--- src/rtl/spi_arbiter.sv ---
// Round-robin arbiter sharing one byte-wide SPI engine between NUM_REQ AXI4-Stream
// requesters; each packet is an atomic transaction under its own chip select.
module spi_arbiter #(
  parameter int NUM_REQ      = 4,
  parameter int DATA_WIDTH   = 8,
  parameter int CS_SETUP_CYC = 2,
  parameter int CS_HOLD_CYC  = 2
) (
  input  logic                          clk,
  input  logic                          rst,
  input  logic [NUM_REQ-1:0]            s_tvalid,
  output logic [NUM_REQ-1:0]            s_tready,
  input  logic [NUM_REQ*DATA_WIDTH-1:0] s_tdata,
  input  logic [NUM_REQ-1:0]            s_tlast,
  output logic [NUM_REQ-1:0]            m_tvalid,
  input  logic [NUM_REQ-1:0]            m_tready,
  output logic [NUM_REQ*DATA_WIDTH-1:0] m_tdata,
  output logic [NUM_REQ-1:0]            m_tlast,
  output logic                          spi_start,
  output logic [DATA_WIDTH-1:0]         spi_data_in,
  input  logic [DATA_WIDTH-1:0]         spi_data_out,
  input  logic                          spi_done,
  output logic [NUM_REQ-1:0]            cs_n,
  output logic                          busy,
  output logic [$clog2(NUM_REQ)-1:0]    grant_id
);

  localparam int GW      = $clog2(NUM_REQ);
  localparam int CNT_MAX = (CS_SETUP_CYC > CS_HOLD_CYC) ? CS_SETUP_CYC : CS_HOLD_CYC;
  localparam int CW      = $clog2(CNT_MAX + 1);

  typedef enum logic [2:0] {IDLE, CS_SETUP, LOAD, XFER, RESP, CS_HOLD} state_t;

  state_t               state;
  logic [GW-1:0]        last_grant;
  logic [CW-1:0]        cnt;
  logic                 last_r;
  logic [GW-1:0]        pick;
  logic [NUM_REQ-1:0]   grant_mask;
  logic [NUM_REQ-1:0]   pick_mask;
  logic                 accept;

  // Nearest requesting index after 'last', wrapping; scanning downward lets the
  // closest candidate overwrite farther ones.
  function automatic logic [GW-1:0] rr_pick(input logic [NUM_REQ-1:0] req,
                                            input logic [GW-1:0] last);
    logic [GW-1:0] sel;
    int            idx;
    sel = last;
    for (int k = NUM_REQ; k >= 1; k--) begin
      idx = (int'(last) + k) % NUM_REQ;
      if (req[idx]) sel = GW'(idx);
    end
    return sel;
  endfunction

  assign pick       = rr_pick(s_tvalid, last_grant);
  assign pick_mask  = {{(NUM_REQ-1){1'b0}}, 1'b1} << pick;
  assign grant_mask = {{(NUM_REQ-1){1'b0}}, 1'b1} << grant_id;
  assign s_tready   = (state == LOAD) ? grant_mask : '0;
  assign accept     = (state == LOAD) && ((s_tvalid & grant_mask) != '0);

  always_ff @(posedge clk or posedge rst) begin
    if (rst) begin
      state       <= IDLE;
      cs_n        <= '1;
      m_tvalid    <= '0;
      m_tdata     <= '0;
      m_tlast     <= '0;
      spi_start   <= 1'b0;
      spi_data_in <= '0;
      busy        <= 1'b0;
      grant_id    <= '0;
      last_grant  <= GW'(NUM_REQ - 1);
      cnt         <= '0;
      last_r      <= 1'b0;
    end else begin
      spi_start <= 1'b0;
      case (state)
        IDLE: begin
          if (|s_tvalid) begin
            grant_id <= pick;
            cs_n     <= ~pick_mask;
            cnt      <= CW'(CS_SETUP_CYC);
            busy     <= 1'b1;
            state    <= CS_SETUP;
          end
        end
        CS_SETUP: begin
          if (cnt == CW'(1)) state <= LOAD;
          else               cnt   <= cnt - 1'b1;
        end
        // A granted requester that pauses mid-packet simply parks us here with CS low.
        LOAD: begin
          if (accept) begin
            spi_data_in <= s_tdata[grant_id*DATA_WIDTH +: DATA_WIDTH];
            last_r      <= s_tlast[grant_id];
            spi_start   <= 1'b1;
            state       <= XFER;
          end
        end
        XFER: begin
          if (spi_done) begin
            m_tdata[grant_id*DATA_WIDTH +: DATA_WIDTH] <= spi_data_out;
            m_tvalid[grant_id] <= 1'b1;
            m_tlast[grant_id]  <= last_r;
            state              <= RESP;
          end
        end
        RESP: begin
          if (m_tready[grant_id]) begin
            m_tvalid[grant_id] <= 1'b0;
            if (last_r) begin
              cnt   <= CW'(CS_HOLD_CYC);
              state <= CS_HOLD;
            end else begin
              state <= LOAD;
            end
          end
        end
        CS_HOLD: begin
          if (cnt == CW'(1)) begin
            cs_n       <= '1;
            last_grant <= grant_id;
            busy       <= 1'b0;
            state      <= IDLE;
          end else begin
            cnt <= cnt - 1'b1;
          end
        end
        default: state <= IDLE;
      endcase
    end
  end

endmodule

--- config.mk ---
export PLATFORM = sky130hd
export DESIGN_NAME = spi_arbiter
export DESIGN_NICKNAME = d
export VERILOG_FILES = /design/src/rtl/spi_arbiter.sv
export SDC_FILE = /design/constraint.sdc
export NUM_CORES = 1
export LEC_CHECK = 0
export CORE_ASPECT_RATIO = 1.4
export CORE_UTILIZATION = 40
export CTS_CLUSTER_DIAMETER = 60
export DETAILED_ROUTE_END_ITERATION = 6
export PLACE_DENSITY_LB_ADDON = 0.08
export SLEW_MARGIN = 20
export SYNTH_ARGS = -nofsm -noshare
export SYNTH_HDL_FRONTEND = slang
export SYNTH_SLANG_ARGS = --single-unit
--- constraint.sdc ---
create_clock -name clk -period 2.2 [get_ports clk]
set_input_delay 0.44 -clock clk [delete_from_list [all_inputs] [get_ports clk]]
set_output_delay 0.44 -clock clk [all_outputs]
set_load 0.05 [all_outputs]
==> results of run 1 <==
[cell usage after synthesis (2+ instances only)]
master / count
sky130_fd_sc_hd__nand2_1: 75
sky130_fd_sc_hd__dfrtp_1: 58
sky130_fd_sc_hd__o21ai_0: 46
sky130_fd_sc_hd__mux2_2: 10
sky130_fd_sc_hd__a31oi_1: 9
sky130_fd_sc_hd__buf_2: 8
sky130_fd_sc_hd__inv_1: 8
sky130_fd_sc_hd__a21oi_1: 6
sky130_fd_sc_hd__dfstp_2: 6
sky130_fd_sc_hd__mux4_2: 6
sky130_fd_sc_hd__ha_1: 5
sky130_fd_sc_hd__nor2_1: 5
sky130_fd_sc_hd__nor3_1: 5
sky130_fd_sc_hd__and2_1: 4
sky130_fd_sc_hd__mux4_1: 4
sky130_fd_sc_hd__clkbuf_1: 3
sky130_fd_sc_hd__nand3_1: 3
sky130_fd_sc_hd__nor2b_1: 3
sky130_fd_sc_hd__nor3b_2: 3
sky130_fd_sc_hd__a21o_1: 2
sky130_fd_sc_hd__a22oi_1: 2
sky130_fd_sc_hd__a2bb2oi_1: 2
sky130_fd_sc_hd__buf_4: 2
sky130_fd_sc_hd__nand2b_1: 2
sky130_fd_sc_hd__o21a_1: 2
[sequential cells by signal, summed over array words and instances, names as in the netlist, 2 cells and up, named ones only]
register / count
cs_n: 4
grant_id: 2
spi_data_in: 8
last_grant: 2
m_tdata: 32
cnt: 2
m_tlast: 4
state: 3
[report_power, final]
part           internal (mW)  switching [mW]  leakage (nW)
sequential              1.70           0.361         0.814
combinational           1.63            2.67          1.07
clock                  0.437           0.432        0.0834
total                   3.76            3.46          1.97
[stage by stage]
step / utilization [%] / instance area (sq um)
4_1_cts: 62.84 / 4654
2_1_floorplan: - / 3114
6_report: 62.96 / 4663
5_1_grt: 62.96 / 4663
3_3_place_gp: 60.59 / 4488
3_5_place_dp: 60.59 / 4488
[path summary, 6_finish.rpt]
check | startpoint | end | slack [ns] | cells past startpoint
max | cs_n[2]$_DFFE_PP1P_ | cs_n[2] | 0.09 | 1
min | rst | spi_data_in[5]$_DFFE_PP0P_ | 0.37 | 2
max in group asynchronous | rst | cs_n[3]$_DFFE_PP1P_ | 1.19 | 3
min reg2reg | m_tlast[2]$_DFFE_PP0P_ | m_tlast[2]$_DFFE_PP0P_ | 0.48 | 2
max reg2reg | state[1]$_DFFE_PP0P_ | cs_n[2]$_DFFE_PP1P_ | 0.32 | 4
min in group clk | m_tlast[2]$_DFFE_PP0P_ | m_tlast[2]$_DFFE_PP0P_ | 0.48 | 2
[cell type report]
| type | instances | share of cell area [%] |
|---|---|---|
| tap | 97 | 2.603 |
| clock buffer | 13 | 3.193 |
| timing repair buffer | 134 | 28.66 |
| multi-input combinational | 212 | 29.97 |
| inverter | 8 | 0.6439 |
| sequential | 64 | 34.56 |
| clock inverter | 3 | 0.3756 |
[cell families after synthesis]
group           count (synthesis)  share of synthesized area, %
mux                            22                         12.07
compound gates                 74                         13.52
flops                          64                         51.90
fa+ha+maj                       5                         2.018
simple gates                  110                         16.75
buf+inv                        22                         3.470
xor+xnor                        1                        0.2825
[routing by layer]
metal,track usage (%),part of all wire [%],wire length [um]
met5,0,0,0
met4,8.929,1.3,106
met3,5.322,5.1,426
met2,40.80,56,4632
met1,23.59,38,3156
[timing repair]
action                                  in CTS  in global routing
endpoints found under the setup margin       0                  2
gates resized for setup                      0                  2
hold buffers                                 0                  0
buffers inserted                             0                  0
==> parameters.txt, run 1 <==
Parameter                              Value

Outcome
  Result of the run    completed

Final layout
  Area taken by flip-flops and latches    0.001612 sq mm
  Leading cell type in the layout, fill and taps excluded    sky130_fd_sc_hd__clkdlybuf4s50_1
  Final std cells w/o fill    531
  Fillers    about 640
  Ant diodes    0
  Multi-input gate area    0.001398 sq mm
  Fraction of final layout cells with drive strength greater than 1    17.05%
  Top library cells by usage in the layout, fill and taps aside    sky130_fd_sc_hd__clkdlybuf4s50_1, sky130_fd_sc_hd__nand2_1, sky130_fd_sc_hd__dfrtp_1
  Area Overhead vs Synth    50.40%
  Nets@finish    roughly 490

Worst setup path
  Category of the worst setup path launch point    register
  CP Class    reg -> out
  Critical path buffers and inverters    1
  Standard cell with the maximum stage delay on the critical path    sky130_fd_sc_hd__clkdlybuf4s50_1
  Cells along the critical path    clkdlybuf4s50_1
  Largest incremental delay on the critical path    0.80 ns
  Crit path max fanout    2
  Largest delay share family, worst path    buffers and inverters
  Sort of element at the end of the critical path    primary output
  Data required time at the worst endpoint    roughly 1.8 ns
  Endpoint arrival time on the critical path    1.67 ns

Routing
  Via count    2,678
  Detail-routed net length per standard cell    15.67 um
  Total Wirelength    roughly 8.3 mm
  Number of remaining DRC errors    0
  Via count normalized by instance count    5.043
  Number of antenna-violating nets in the routed design    0
  Detailed Routing Iterations Pass 1    4
  Drt initial violations    165

Floorplan
  IO Pins    115
  Number of rows created at floorplan    37
  Die Height    106.2 um
  Starting density of the core    41.86%
  Die ar.    0.008112 sq mm
  Core area    0.007407 sq mm
  Die Wd    ~76 um

Synth
  Number of enable flip-flop cells after synthesis    0
  Prevailing post-synth register cell    sky130_fd_sc_hd__dfrtp_1
  Cell accounting for the most synthesized area    sky130_fd_sc_hd__dfrtp_1
  Post-synthesis cell type count    44
  Register area share after synthesis    51.90%
  Synthesized Nets    about 360
  Number of instances in the synthesized netlist    298
  Proportion of synthesized flip-flops having asynchronous set or reset    between 90% and 100%
  Portion of synthesized cell area occupied by the leading cell type    46.81%
  Post-synthesis instance area    0.003100 sq mm
  Register bit count reported by yosys    64
  Most area-consuming cells after synthesis    sky130_fd_sc_hd__dfrtp_1, sky130_fd_sc_hd__nand2_1, sky130_fd_sc_hd__o21ai_0
  Synth warn    0
  Per-instance average area after synthesis    10.40 sq um

Global routing
  Global-route wire length before repair    13.51 mm
  Global route total overflow    0
  GRT Util Overall    ~22%
  Number of antenna violations at the first check in global routing    0
  Maximum number of pins on one net before global-route repair    51
  Vias in the first global route    2,787

STA
  Fin worst setup slack    0.08883 ns
  Final setup TNS    0 ns
  Max Clk Rate    around 470 MHz
  Hold slack    ~0.37 ns
  Final Max Slew Viols    0
  # setup viols final    0
  Tightest Pin Transition    0.8093 ns
  Share of the cycle needed by the critical path after routing    95.96%
  Layout Skew    around 0.009 ns
  Unrepaired setup endpoints after global routing    no
  Final-report hold violation count    0
  Final min period    2.111 ns
  Relative max-transition margin    45.94%

CTS
  Count of clock tree sinks    64
  Clock latency on the worst-skew pair    0.34 ns
  Maximum count of clock buffers along a single path    2
  CTS buffer count    9
  TritonCTS clock tree    built
  Clock root buffer master    sky130_fd_sc_hd__clkbuf_8
  Clock-pin slew reported for the worst setup and hold paths after clock tree synthesis    0.07 ns
  Total number of H-tree levels    3

Hold path
  Hold Crit Class    in -> async

Pwr
  Power per Cell Area    1549 mW/mm^2
  Static leakage    approximately 2.0 nW
  Max IR drop VDD    0.001028 V
  PnR Total Power    7.224 mW

Job
  Max-cap violations    0

Place
  Placed wire-length estimate    6.306 mm
  Count of input and output buffers    114
  Pre-CTS setup slack    0.02339 ns
  Gpl congestion    0.7957
  Cell count after placement    515
Power figures use the tool's default switching activity.
==> run 2, diff against run 1 <==
- CORE_UTILIZATION: 40 -> 44
- SLEW_MARGIN: 20 -> 25
- clock period: 2.2 -> 2.3 ns (I/O delays scaled with it)
==> parameters.txt, run 2 (synthesis gave the netlist of run 1 again) <==
Parameter                              Value

Outcome
  Result of the run    completed

Pwr
  Combinational share of power    58.4% (-1.1 points)
  Net switching power figure    3.345 mW (-3.3%)
  Max IR drop VDD    0.0009537 V (-7.2%)
  Internal Power    3.659 mW (-2.8%)
  Flop pwr share    28.2% (-0.3 points)
  Static leakage    1.952 nW (-0.78%)
  Power per Cell Area    1511 mW/mm^2 (-2.4%)
  Net Sw Frac    47.76% (-0.13 points)
  PnR Total Power    7.004 mW (-3.0%)
  Fraction of power consumed by the clock network    13.4% (+1.4 points)

Place
  Area post-placement    0.004429 sq mm (-1.3%)
  Placed wire-length estimate    6.199 mm (-1.7%)
  Gpl congestion    0.8869 (+11%)
  Pre-CTS setup slack    0.06979 ns (+0.04640 ns)
  Cell count after placement    503 (-2.3%)
  Count of input and output buffers    114 (unchanged)

Floorplan
  Die Height    101.3 um (-4.6%)
  Starting density of the core    46.27% (+4.4 points)
  Number of rows created at floorplan    35 (-5.4%)
  Die ar.    0.007391 sq mm (-8.9%)
  Die Wd    72.95 um (-4.5%)
  IO Pins    115 (unchanged)
  Core area    0.006700 sq mm (-9.5%)

Worst setup path
  Crit path max fanout    9 (+7)
  Critical R2R Capture    state[2]$_DFFE_PP0P_
  Minimum setup slack among reg-to-reg paths    0.33 ns (about the same)
  Largest incremental delay on the critical path    0.51 ns (-0.29 ns)
  Number of cell instances on the worst register-to-register path    6 (+2)
  CP Class    reg -> out
  Largest delay share family, worst path    flip-flops
  Start of the worst register-to-register path    grant_id[0]$_DFFE_PP0P_
  Standard cell with the maximum stage delay on the critical path    sky130_fd_sc_hd__dfrtp_2
  Endpoint arrival time on the critical path    1.74 ns (+0.07 ns)
  Data required time at the worst endpoint    1.84 ns (+0.08 ns)
  Cells along the critical path    inv_1 -> ha_1 -> buf_4 -> and2_1 -> buf_12
  Critical path buffers and inverters    3 (+2)
  Sort of element at the end of the critical path    primary output
  Category of the worst setup path launch point    register

Global routing
  Global-route wire length before repair    13.25 mm (-1.9%)
  Maximum number of pins on one net before global-route repair    65 (+27%)
  GRT Util Overall    24.28% (+2.3 points)
  Global route total overflow    0 (unchanged)
  Vias in the first global route    2,713 (-2.7%)
  Number of antenna violations at the first check in global routing    0 (unchanged)

Final layout
  Register with the most flip-flops    m_tdata
  Nets@finish    484 (-1.0%)
  Area Overhead vs Synth    49.48%
  Ant diodes    0 (unchanged)
  Biggest registers after layout    m_tdata x32, spi_data_in x8
  Total non-filler cell area in the finished layout    0.004634 sq mm (-0.62%)
  Final core utilization    69.17% (+6.2 points)
  Final std cells w/o fill    521 (-1.9%)
  Max FFs per register    32 (unchanged)
  Top library cells by usage in the layout, fill and taps aside    sky130_fd_sc_hd__clkdlybuf4s50_1, sky130_fd_sc_hd__nand2_1, sky130_fd_sc_hd__dfrtp_1
  Fillers    558 (-13%)
  Leading cell type in the layout, fill and taps excluded    sky130_fd_sc_hd__clkdlybuf4s50_1
  Fraction of final layout cells with drive strength greater than 1    15.62% (-1.4 points)

STA
  Max Clk Rate    455.0 MHz
  Final setup TNS    0 ns (unchanged)
  Final min period    2.198 ns
  Layout Skew    0.005981 ns (-0.003148 ns)
  Share of the cycle needed by the critical path after routing    95.55%
  Hold slack    0.4795 ns (+0.1052 ns)
  Tightest Pin Transition    0.5477 ns (-0.2616 ns)
  Final Max Slew Viols    0 (unchanged)
  Fin worst setup slack    0.1023 ns (+0.01344 ns)
  Unrepaired setup endpoints after global routing    no
  # setup viols final    0 (unchanged)
  Relative max-transition margin    63.35% (+17 points)
  Final-report hold violation count    0 (unchanged)

Routing
  Total Wirelength    8.421 mm (+1.2%)
  Detailed Routing Iterations Pass 1    4 (unchanged)
  Number of antenna-violating nets in the routed design    0 (unchanged)
  Detail-routed net length per standard cell    16.16 um (+3.1%)
  Number of remaining DRC errors    0 (unchanged)
  Drt initial violations    86 (-48%)
  Via count normalized by instance count    5.200 (+3.1%)
  Via count    2,709 (+1.2%)

CTS
  Hold-fix buffers, CTS    0 (unchanged)
  Total number of H-tree levels    3 (unchanged)
  Clock root buffer master    sky130_fd_sc_hd__clkbuf_8
  Clock latency on the worst-skew pair    0.33 ns (about the same)
  Clock-pin slew reported for the worst setup and hold paths after clock tree synthesis    0.07 ns (about the same)
  Maximum count of clock buffers along a single path    2 (unchanged)
  CTS buffer count    9 (unchanged)
  Count of clock tree sinks    64 (unchanged)
  TritonCTS clock tree    built

Hold path
  Number of cells on the worst hold path    2
  Hold Crit Endpoint    m_tdata[9]$_DFFE_PP0P_
  Hold path start    m_tdata[9]$_DFFE_PP0P_
  Hold Crit Class    reg -> reg

Job
  Max-cap violations    0 (unchanged)
[run 2: power groups by stage]
stage | Sequential, mW | Clock, mW | Combinational (mW)
2_1_floorplan | 3.29 | 0 | 1.39
3_3_place_gp | 2.01 | 0 | 3.99
3_5_place_dp | 2.02 | 0 | 4.05
4_1_cts | 2.01 | 0.957 | 4.07
5_1_grt | 2.03 | 0.993 | 4.36
6_report | 1.98 | 0.936 | 4.09
[run 2: routing by layer]
metal  up-vias  wire length (um)  GRT usage, %
li1       1302                 -             -
met1      1311              3079         27.27
met2        80              4730         43.49
met3        16               395         4.577
met4         0               216         12.22
met5         -                 0             0
[run 2: worst max path at each step]
| stage | startpoint | to | slack (ns) | depth (start not counted) |
|---|---|---|---|---|
| floorplan | grant_id[0]$_DFFE_PP0P_ | state[2]$_DFFE_PP0P_ | 0.04 | 9 |
| global placement | m_tready[3] | state[2]$_DFFE_PP0P_ | 0.14 | 5 |
| detailed placement | m_tready[3] | state[2]$_DFFE_PP0P_ | 0.07 | 5 |
| CTS | grant_id[1]$_DFFE_PP0P_ | s_tready[0] | 0.03 | 5 |
| global route | grant_id[0]$_DFFE_PP0P_ | s_tready[0] | 0.02 | 5 |
| finish | grant_id[0]$_DFFE_PP0P_ | s_tready[0] | 0.10 | 5 |
[run 2: layout make-up]
| cell class | count | area, sq um | share of cell area (%) |
|---|---|---|---|
| multi-input cells | 212 | 1384 | 29.86 |
| flip-flops and latches | 64 | 1614 | 34.83 |
| repair buffers | 129 | 1304 | 28.13 |
| well taps | 92 | 115.1 | 2.484 |
| inverters | 8 | 30.03 | 0.6479 |
| clock buffers | 10 | 127.6 | 2.754 |
| clock inverters | 6 | 60.06 | 1.296 |
[run 2: worst min-delay path, delay by kind of cell, from the launching register on]
kind	cells	cell delay, ns
compound gates	1	0.06
simple gates	1	0.04
flops	1	0.35
[run 2: repair_timing]
action                     in CTS  in global routing
pin swaps                       0                  0
resized for setup               1                  0
setup endpoints to repair       1                  1
buffers inserted                0                  2
==> run 3, diff against run 2 <==
- CELL_PAD_IN_SITES_DETAIL_PLACEMENT: not set -> 1
- CELL_PAD_IN_SITES_GLOBAL_PLACEMENT: not set -> 1
- CORE_UTILIZATION: 44 -> 33
==> parameters.txt, run 3 (synthesis gave the netlist of run 1 again) <==
Parameter                              Value

CTS
  CTS buffer count    9 (unchanged)
  Hold-fix buffers, CTS    0 (unchanged)
  Total number of H-tree levels    3 (unchanged)
  Post-CTS resize count    0 (-1)
  Post-CTS setup buffers    0 (unchanged)
  Maximum count of clock buffers along a single path    2 (unchanged)
  Clock root buffer master    sky130_fd_sc_hd__clkbuf_16
  TritonCTS clock tree    built
  Clock latency on the worst-skew pair    0.32 ns (about the same)
  Count of clock tree sinks    64 (unchanged)
  Clock-pin slew reported for the worst setup and hold paths after clock tree synthesis    0.06 ns (about the same)

Routing
  Drt initial violations    130 (+51%)
  Detail-routed net length per standard cell    17.21 um (+6.5%)
  Number of antenna-violating nets in the routed design    0 (unchanged)
  Number of remaining DRC errors    11 (+11)
  Detailed Routing Iterations Pass 1    6 (+2)
  Total Wirelength    9.259 mm (+10%)
  Via count    2,709 (unchanged)
  Via count normalized by instance count    5.035 (-3.2%)

Floorplan
  Die Height    116.7 um (+15%)
  Number of rows created at floorplan    41 (+17%)
  Die ar.    0.009793 sq mm (+32%)
  Starting density of the core    34.15% (-12 points)
  IO Pins    115 (unchanged)
  Die Wd    83.92 um (+15%)
  Core area    0.009080 sq mm (+36%)

Final layout
  Register with the most flip-flops    m_tdata
  Fraction of final layout cells with drive strength greater than 1    16.01% (+0.39 points)
  Ant diodes    0 (unchanged)
  Area Overhead vs Synth    54.08%
  Max FFs per register    32 (unchanged)
  Top library cells by usage in the layout, fill and taps aside    sky130_fd_sc_hd__clkdlybuf4s50_1, sky130_fd_sc_hd__nand2_1, sky130_fd_sc_hd__dfrtp_1
  Leading cell type in the layout, fill and taps excluded    sky130_fd_sc_hd__clkdlybuf4s50_1
  Nets@finish    486 (+0.41%)
  Biggest registers after layout    m_tdata x32, spi_data_in x8

Pwr
  Net Sw Frac    45.80% (-2.0 points)
  Static leakage    2.015 nW (+3.3%)
  Fraction of power consumed by the clock network    18.1% (+4.7 points)
  Max IR drop VDD    0.0007391 V (-23%)
  Power per Cell Area    1561 mW/mm^2 (+3.3%)
  Flop pwr share    26.7% (-1.5 points)
  PnR Total Power    7.458 mW (+6.5%)
  Net switching power figure    3.416 mW (+2.1%)
  Internal Power    4.042 mW (+10%)
  Combinational share of power    55.2% (-3.2 points)

Global routing
  Global-route wire length before repair    14.72 mm (+11%)
  Number of antenna violations at the first check in global routing    0 (unchanged)
  Vias in the first global route    2,833 (+4.4%)
  Maximum number of pins on one net before global-route repair    28 (-57%)
  GRT Util Overall    19.91% (-4.4 points)
  Global route total overflow    0 (unchanged)

STA
  # setup viols final    0 (unchanged)
  Unrepaired setup endpoints after global routing    no
  Max Clk Rate    455.1 MHz (about the same)
  Final setup TNS    0 ns (unchanged)
  Relative max-transition margin    62.77% (-0.58 points)
  Final Max Slew Viols    0 (unchanged)
  Tightest Pin Transition    0.5571 ns (+0.009331 ns)
  Fin worst setup slack    0.1026 ns (+0.0003100 ns)
  Layout Skew    0.007052 ns (+0.001072 ns)
  Final-report hold violation count    0 (unchanged)
  Share of the cycle needed by the critical path after routing    95.54% (about the same)
  Final min period    2.197 ns (-0.0003100 ns)

Worst setup path
  CP Class    reg -> out
  Endpoint arrival time on the critical path    1.74 ns (about the same)
  Critical path origin    grant_id[0]$_DFFE_PP0P_
  Sort of element at the end of the critical path    primary output
  Start of the worst register-to-register path    grant_id[0]$_DFFE_PP0P_
  Minimum setup slack among reg-to-reg paths    0.36 ns (+0.03 ns)
  Number of cell instances on the worst register-to-register path    6 (unchanged)
  Category of the worst setup path launch point    register
  Crit path max fanout    8 (-1)
  Data required time at the worst endpoint    1.84 ns (about the same)

Outcome
  Violated checks    design-rule violations
  Result of the run    finished with violations

Place
  Pre-CTS setup slack    0.04948 ns (-0.02031 ns)
  Count of input and output buffers    114 (unchanged)
  Gpl congestion    0.7900 (-11%)
  Placed wire-length estimate    7.175 mm (+16%)

Hold path
  Hold Crit Class    in -> async

Job
  Max-cap violations    0 (unchanged)
==> run 3: cell types whose count changed in the layout (fill, tap and decap cells not counted) <==
cell,before,now
sky130_fd_sc_hd__buf_4,15,17
sky130_fd_sc_hd__clkbuf_8,9,1
sky130_fd_sc_hd__clkinv_4,0,1
sky130_fd_sc_hd__dfrtp_2,1,2
sky130_fd_sc_hd__dfrtp_4,1,0
sky130_fd_sc_hd__clkinvlp_4,2,1
sky130_fd_sc_hd__clkinv_2,3,2
sky130_fd_sc_hd__clkbuf_16,0,9
==> run 3: metal layers <==
layer  share of wire [%]  GRT usage, %
met4                 2.0         8.161
met3                 4.5         4.876
met1                  38         21.74
met2                  56         37.05
met5                   0             0
==> run 3: final timing paths <==
| kind | end |
|---|---|
| worst min-delay path | m_tlast[3]$_DFFE_PP0P_ |
| min in group clk | m_tdata[23]$_DFFE_PP0P_ |
| worst min register to register | m_tdata[23]$_DFFE_PP0P_ |
| worst max-delay path | s_tready[0] |
| worst max register to register | state[2]$_DFFE_PP0P_ |
| max in group asynchronous | m_tdata[19]$_DFFE_PP0P_ |
==> run 3: cell type report <==
| class | instances | area (sq um) |
|---|---|---|
| Clock inverter | 5 | 56.30 |
| Sequential cell | 64 | 1612 |
| Tap cell | 107 | 133.9 |
| Fill cell | 1018 | 4303 |
| Clock buffer | 11 | 242.7 |
| Inverter | 8 | 30.03 |
| Timing Repair Buffer | 131 | 1319 |
| Multi-Input combinational cell | 212 | 1384 |
==> run 3: metrics by stage <==
stage,instance area (sq um),hold WS [ns],cells,utilization (%)
2_1_floorplan,3104,0.4586,298,-
3_3_place_gp,4478,0.4614,522,49.32
3_5_place_dp,4478,0.4734,522,49.32
4_1_cts,4777,0.4233,538,52.61
5_1_grt,4777,0.4502,538,52.61
6_report,4777,0.4206,538,52.61
==> run 3: critical path, cell delays in order, from the launching register on <==
cell and delay (ns):
sky130_fd_sc_hd__dfrtp_2 0.49, sky130_fd_sc_hd__inv_1 0.18, sky130_fd_sc_hd__ha_1 0.22, sky130_fd_sc_hd__buf_4 0.18, sky130_fd_sc_hd__and2_1 0.19, sky130_fd_sc_hd__buf_12 0.15
==> run 3: power groups by stage <==
stage | clock (mW) | sequential (mW) | combinational (mW)
6_report | 1.35 | 1.99 | 4.12
2_1_floorplan | 0 | 3.29 | 1.39
3_3_place_gp | 0 | 2.00 | 4.10
5_1_grt | 1.43 | 2.06 | 4.40
4_1_cts | 1.38 | 2.00 | 4.18
3_5_place_dp | 0 | 2.01 | 4.17
